`config.mk`:
```
export PLATFORM = sky130hd
export DESIGN_NAME = alu_sequencer
export DESIGN_NICKNAME = d
export VERILOG_FILES = /design/src/rtl/alu_seq_pkg.sv /design/src/rtl/alu_seq_decode.sv /design/src/rtl/alu_sequencer.sv
export SDC_FILE = /design/constraint.sdc
export NUM_CORES = 1
export LEC_CHECK = 0
export CORE_ASPECT_RATIO = 0.9
export CORE_UTILIZATION = 45
export DETAILED_ROUTE_END_ITERATION = 8
export GPL_ROUTABILITY_DRIVEN = 0
export PLACE_DENSITY_LB_ADDON = 0.15
export SYNTH_ARGS = -nofsm -noshare
export SYNTH_HDL_FRONTEND = slang
export SYNTH_SLANG_ARGS = --single-unit
```
`constraint.sdc`:
```
create_clock -name clk -period 4.35 [get_ports clk]
set_input_delay 0.6525 -clock clk [delete_from_list [all_inputs] [get_ports clk]]
set_output_delay 0.6525 -clock clk [all_outputs]
set_load 0.03 [all_outputs]
```
`src/rtl/alu_seq_pkg.sv`:
```
// Shared types and constants for the ALU sequencer: FSM states, ALU select
// codes, program header layout and the legal-select helper.
package alu_seq_pkg;

  typedef enum logic [2:0] {
    IDLE = 3'd0,
    HDR  = 3'd1,
    OPA  = 3'd2,
    OPB  = 3'd3,
    EXEC = 3'd4,
    CAPT = 3'd5,
    OUT  = 3'd6
  } state_e;

  localparam logic [3:0] SEL_ADD = 4'd1;
  localparam logic [3:0] SEL_SUB = 4'd3;
  localparam logic [3:0] SEL_AND = 4'd4;
  localparam logic [3:0] SEL_OR  = 4'd8;
  localparam logic [3:0] SEL_MAX = 4'd10;
  localparam logic [3:0] SEL_NOT = 4'd13;
  localparam logic [3:0] SEL_NOR = 4'd15;

  localparam int unsigned HDR_END_BIT = 31;
  localparam int unsigned HDR_SEL_LSB = 0;
  localparam int unsigned HDR_SEL_W   = 4;
  localparam int unsigned REC_LEN     = 3;

  function automatic logic sel_is_legal(input logic [3:0] sel);
    logic legal;
    case (sel)
      SEL_ADD, SEL_SUB, SEL_AND, SEL_OR, SEL_MAX, SEL_NOT, SEL_NOR: legal = 1'b1;
      default: legal = 1'b0;
    endcase
    return legal;
  endfunction

endpackage

```
`src/rtl/alu_seq_decode.sv`:
```
// Combinational header decoder: splits a program header word into the end
// flag, the ALU select and whether that select is supported.
module alu_seq_decode
  import alu_seq_pkg::*;
(
  input  logic [31:0] hdr,
  output logic        end_flag,
  output logic [3:0]  sel,
  output logic        legal
);

  logic unused_hdr_bits;
  assign unused_hdr_bits = ^hdr[HDR_END_BIT-1:HDR_SEL_LSB+HDR_SEL_W];

  // Field extraction and legality lookup
  always_comb begin
    end_flag = hdr[HDR_END_BIT];
    sel      = hdr[HDR_SEL_LSB +: HDR_SEL_W];
    legal    = sel_is_legal(sel);
  end

endmodule

```
`src/rtl/alu_sequencer.sv`:
```
// Fetches 3-word records (header, A, B) from a 1-cycle-latency ROM, drives an
// external ALU and hands results downstream. Optional ALU_SEQ_OPCOUNT_EN adds op_count.
module alu_sequencer
  import alu_seq_pkg::*;
#(
  parameter int unsigned ROM_AW     = 8,
  parameter int unsigned START_ADDR = 0
) (
  input  logic              clk,
  input  logic              rst,
  input  logic              start,
  output logic [ROM_AW-1:0] rom_addr,
  input  logic [31:0]       rom_data,
  output logic [31:0]       alu_a,
  output logic [31:0]       alu_b,
  output logic [3:0]        alu_select,
  input  logic [31:0]       alu_out,
  input  logic              alu_carry,
  output logic [31:0]       result,
  output logic              result_carry,
  output logic              result_valid,
  input  logic              result_ready,
  output logic              busy,
  output logic              done,
  output logic              illegal
`ifdef ALU_SEQ_OPCOUNT_EN
  , output logic [15:0]     op_count
`endif
);

  localparam logic [ROM_AW-1:0] START_PC = ROM_AW'(START_ADDR);
  localparam logic [ROM_AW-1:0] PC_ONE   = ROM_AW'(1);

  state_e            state_q, state_d;
  logic [ROM_AW-1:0] pc_q, pc_d;
  logic              end_q, end_d, legal_q, legal_d;
  logic [3:0]        sel_q, sel_d, alu_select_q, alu_select_d;
  logic [31:0]       alu_a_q, alu_a_d, alu_b_q, alu_b_d, result_q, result_d;
  logic              result_carry_q, result_carry_d, result_valid_q, result_valid_d;
  logic              busy_q, busy_d, done_q, done_d, illegal_q, illegal_d;
  logic              dec_end_s, dec_legal_s;
  logic [3:0]        dec_sel_s;
  logic              start_acc_s, handshake_s;

  alu_seq_decode u_decode (
    .hdr      (rom_data),
    .end_flag (dec_end_s),
    .sel      (dec_sel_s),
    .legal    (dec_legal_s)
  );

  // A start coinciding with the done pulse is dropped so it cannot re-trigger
  assign start_acc_s = (state_q == IDLE) && start && !done_q;
  assign handshake_s = (state_q == OUT) && result_valid_q && result_ready;

  // Next-state and next-output computation
  always_comb begin
    state_d        = state_q;
    pc_d           = pc_q;
    end_d          = end_q;
    legal_d        = legal_q;
    sel_d          = sel_q;
    alu_a_d        = alu_a_q;
    alu_b_d        = alu_b_q;
    alu_select_d   = alu_select_q;
    result_d       = result_q;
    result_carry_d = result_carry_q;
    result_valid_d = result_valid_q;
    done_d         = 1'b0;
    illegal_d      = 1'b0;
    case (state_q)
      IDLE: begin
        if (start_acc_s) begin
          pc_d    = START_PC;
          state_d = HDR;
        end else begin
          state_d = IDLE;
        end
      end
      HDR: begin
        pc_d    = pc_q + PC_ONE;
        state_d = OPA;
      end
      OPA: begin
        end_d   = dec_end_s;
        sel_d   = dec_sel_s;
        legal_d = dec_legal_s;
        pc_d    = pc_q + PC_ONE;
        state_d = OPB;
      end
      OPB: begin
        alu_a_d = rom_data;
        pc_d    = pc_q + PC_ONE;
        state_d = EXEC;
      end
      EXEC: begin
        alu_b_d      = rom_data;
        alu_select_d = sel_q;
        state_d      = CAPT;
      end
      CAPT: begin
        if (legal_q) begin
          result_d       = alu_out;
          result_carry_d = alu_carry;
          result_valid_d = 1'b1;
          state_d        = OUT;
        end else begin
          illegal_d = 1'b1;
          done_d    = end_q;
          state_d   = end_q ? IDLE : HDR;
        end
      end
      OUT: begin
        if (handshake_s) begin
          result_valid_d = 1'b0;
          done_d         = end_q;
          state_d        = end_q ? IDLE : HDR;
        end else begin
          state_d = OUT;
        end
      end
      default: state_d = IDLE;
    endcase
    busy_d = (state_d != IDLE);
  end

  // State and registered outputs
  always_ff @(posedge clk or posedge rst) begin
    if (rst) begin
      state_q        <= IDLE;
      pc_q           <= START_PC;
      end_q          <= 1'b0;
      legal_q        <= 1'b0;
      sel_q          <= 4'd0;
      alu_a_q        <= 32'd0;
      alu_b_q        <= 32'd0;
      alu_select_q   <= 4'd0;
      result_q       <= 32'd0;
      result_carry_q <= 1'b0;
      result_valid_q <= 1'b0;
      busy_q         <= 1'b0;
      done_q         <= 1'b0;
      illegal_q      <= 1'b0;
    end else begin
      state_q        <= state_d;
      pc_q           <= pc_d;
      end_q          <= end_d;
      legal_q        <= legal_d;
      sel_q          <= sel_d;
      alu_a_q        <= alu_a_d;
      alu_b_q        <= alu_b_d;
      alu_select_q   <= alu_select_d;
      result_q       <= result_d;
      result_carry_q <= result_carry_d;
      result_valid_q <= result_valid_d;
      busy_q         <= busy_d;
      done_q         <= done_d;
      illegal_q      <= illegal_d;
    end
  end

  assign rom_addr     = pc_q;
  assign alu_a        = alu_a_q;
  assign alu_b        = alu_b_q;
  assign alu_select   = alu_select_q;
  assign result       = result_q;
  assign result_carry = result_carry_q;
  assign result_valid = result_valid_q;
  assign busy         = busy_q;
  assign done         = done_q;
  assign illegal      = illegal_q;

`ifdef ALU_SEQ_OPCOUNT_EN
  logic [15:0] op_count_q, op_count_d;

  // Handshaken-result counter, saturating, cleared by an accepted start
  always_comb begin
    if (start_acc_s) begin
      op_count_d = 16'h0000;
    end else if (handshake_s && (op_count_q != 16'hFFFF)) begin
      op_count_d = op_count_q + 16'd1;
    end else begin
      op_count_d = op_count_q;
    end
  end

  // Counter register
  always_ff @(posedge clk or posedge rst) begin
    if (rst) begin
      op_count_q <= 16'h0000;
    end else begin
      op_count_q <= op_count_d;
    end
  end

  assign op_count = op_count_q;
`endif

endmodule

```
==> run_results.csv <==
group,metric,value,unit
outcome,status,"finished, final reports clean",
drt,drc,0,
power_and_ir_drop,power,2794,µW
logic_synthesis,synth_area_leaders,"dfrtp_1, mux2_1, mux2_4",
cts,cts_buffer_depth,2,
min_path,hp-start,"rom_addr[7]",
critical_path,worstReg2RegStart,"state_q[0]",
logic_synthesis,synth_xor_area_share,0.1758,%
power_and_ir_drop,peakVddDrop,288.1,µV
critical_path,worstPathCellList,"nor2_2, and2_2, mux2_1",
logic_synthesis,synth_warnings,0,
sta,min_period_over_period,55.82,%
sta,fmax,411.8,MHz
critical_path,slowest_delay,0.99,ns
cts,cts.sinks,122,
logic_synthesis,synth_seq_cells,122,
drt,drt-vias-per-instance,5.022,
logic_synthesis,netlist_instances,314,
layout,area_growth,49.43,%
critical_path,cp_top_family,"simple AND/OR/NAND/NOR gates",
logic_synthesis,yosys.area_share.simple,5.376,%
critical_path,required,4.62,ns
sta,worstMarginPinSlew,1.226,ns
logic_synthesis,synthTopCellsByCount,"dfrtp_1, mux2_1, mux2_4",
critical_path,startpoint,"state_q[0]",
job,drv_cap,0,
min_path,min_path_cells,1,
sta,rsz0062_at_grt,"no",
floorplan,die_w,112.9,µm
critical_path,rr_worst_depth,3,
logic_synthesis,ys_types,44,
layout,final_layout_size_suffix_gt1_share,15.92,%
layout,insertedDiodeCount,0,
floorplan,io_pins,182,
sta,skew,0.01694,ns
logic_synthesis,synth_area_leader_cell,"dfrtp_1",
cts,holdBufCountCts,0,
critical_path,start_kind,"register",
logic_synthesis,yosysSeqAreaShare,61.29,%
min_path,hold_class,"register to register",
drt,dr.first_iter.drc_count,70,
logic_synthesis,synth_compound_area_share,2.788,%
global_route,grt-ovfl-total,0,
floorplan,fp.dieArea,0.01149,mm²
logic_synthesis,yosysTopAreaCellShare,61.29,%
sta,slew_headroom,18.30,%
floorplan,core_area,0.01081,mm²
global_route,antenna_found_initial,0,
logic_synthesis,syn_area,0.004981,mm²
global_route,grt_pass1_vias,3362,
cts,cts_made_buffers,17,
logic_synthesis,synth_edf_count,0,
drt,antenna_left,0,
floorplan,initial_core_util,46.08,%
logic_synthesis,synth_fa_ha_area_share,0.2512,%
place,io_buffers,181,
critical_path,crit_type,"register to register",
critical_path,crit_path_top_delay_cell,"and2_2",
logic_synthesis,muxShareOfSynthArea,27.00,%
sta,drv_slew,0,
cts,clk_latency,0.41,ns
global_route,gr-usage-all-layers,20.19,%
place,dp_hpwl,7.539,mm
drt,wire_per_inst,16.83,µm
global_route,grt_pass1_wl,17.53,mm
global_route,grt_max_degree,68,
drt,num_vias,3254,
floorplan,rows,36,
critical_path,cp.arrival,2.70,ns
drt,dr.pass1.iters,4,
sta,final_hold_viol_count,0,
logic_synthesis,synthesis.nets,384,
critical_path,path_depth,3,
logic_synthesis,synth_most_common_cell,"dfrtp_1",
cts,post_cts_buffers,0,
power_and_ir_drop,powerDensity,375.4,mW/mm²
cts,clkSlewWorstSetupHoldPaths,0.05,ns
place,placed_area,0.006857,mm²
power_and_ir_drop,power.leakage,0.003220,µW
sta,setup_tns,0,ns
critical_path,cp_max_fo,36,
sta,setup_violations,0,
logic_synthesis,synth_ff_type,"dfrtp_1",
logic_synthesis,synth_top_family_by_area,"multiplexers",
layout,fin_nets,572,
logic_synthesis,async_reset_ff_share,100.0,%
sta,finalCriticalPeriod,2.428,ns
layout,final_area,0.007443,mm²
logic_synthesis,avgSynthCellArea,15.86,µm²
cts,cts_tree,"built",
cts,cts.repair.resized,0,
drt,finalWirelength,10.91,mm
cts,htreeDepth,4,
cts,cts_root_buf,"clkbuf_16",
critical_path,critPathBufInv,0,
floorplan,fp.dieH,101.8,µm
critical_path,critPathCaptureType,"register",
-- placed cells by master, fill, tap and decap left out, types with 5 or more instances in the layout --
cell type and instances:
dfrtp_1 122, nand2_1 11, clkinvlp_4 5, mux2_1 71
o21ai_1 7, clkbuf_16 17, clkdlybuf4s50_1 181, mux2_4 35
nor2_1 5, a21oi_1 5
-- final cells by class --
type | instances | area (µm²)
multi-input combinational | 174 | 1774
sequential | 122 | 3053
inverter | 4 | 36.28
timing repair buffer | 183 | 1827
fill | 786 | 3367
tap | 133 | 166.4
clock inverter | 14 | 147.6
clock buffer | 18 | 439.2
-- state kept, by name, indices dropped and copies added (netlist names) --
signal	cells
alu_a	32
alu_b	32
alu_select	4
busy	1
done	1
end_q	1
illegal	1
legal_q	1
result	32
result_carry	1
result_valid	1
rom_addr	8
sel_q	4
state_q	3
-- power breakdown --
group	internal [µW]	switching (µW)	total (µW)
sequential	1170	14.6	1180
combinational	124	123	247
clock	858	508	1370
total	2150	646	2790
-- final timing paths --
path	to	slack [ns]
max in group asynchronous	alu_b[19]	2.71
max reg2reg	alu_select[3]	1.92
max	alu_select[3]	1.92
min in group asynchronous	result[5]	0.76
min	rom_addr[7]	0.48
min reg2reg	rom_addr[7]	0.48
-- stage by stage --
| step | hold WS, ns | util, % | setup slack [ns] | std cells |
|---|---|---|---|---|
| after CTS | 0.4876 | 68.85 | 1.909 | 648 |
| after floorplan | 0.4644 | - | 0.4550 | 314 |
| after global placement | 0.4674 | 63.43 | 1.994 | 616 |
| final | 0.4799 | 68.85 | 1.922 | 648 |
| after global routing | 0.4967 | 68.85 | 1.801 | 648 |
| after detailed placement | 0.4718 | 63.43 | 1.922 | 616 |
-- metal layers --
metal / up-vias / GRT usage [%] / part of all wire (%) / wire (µm)
met5: - / 0 / 0 / 0
met4: 0 / 8.502 / 1.9 / 210
met3: 16 / 5.160 / 5.0 / 545
met2: 110 / 33.14 / 49 / 5334
met1: 1625 / 25.87 / 44 / 4816
li1: 1503 / - / - / -
-- logic make-up (layout without fill, tap and decap cells) --
group | after synthesis | after routing
AO/OA/AOI/OAI | 22 | 22
XOR/XNOR | 1 | 1
adder cells (fa/ha/maj) | 1 | 1
buffers and inverters | 18 | 219
flip-flops | 122 | 122
multiplexers | 108 | 108
AND/OR/NAND/NOR | 42 | 42
No activity file was read; power rests on OpenSTA's default activity.
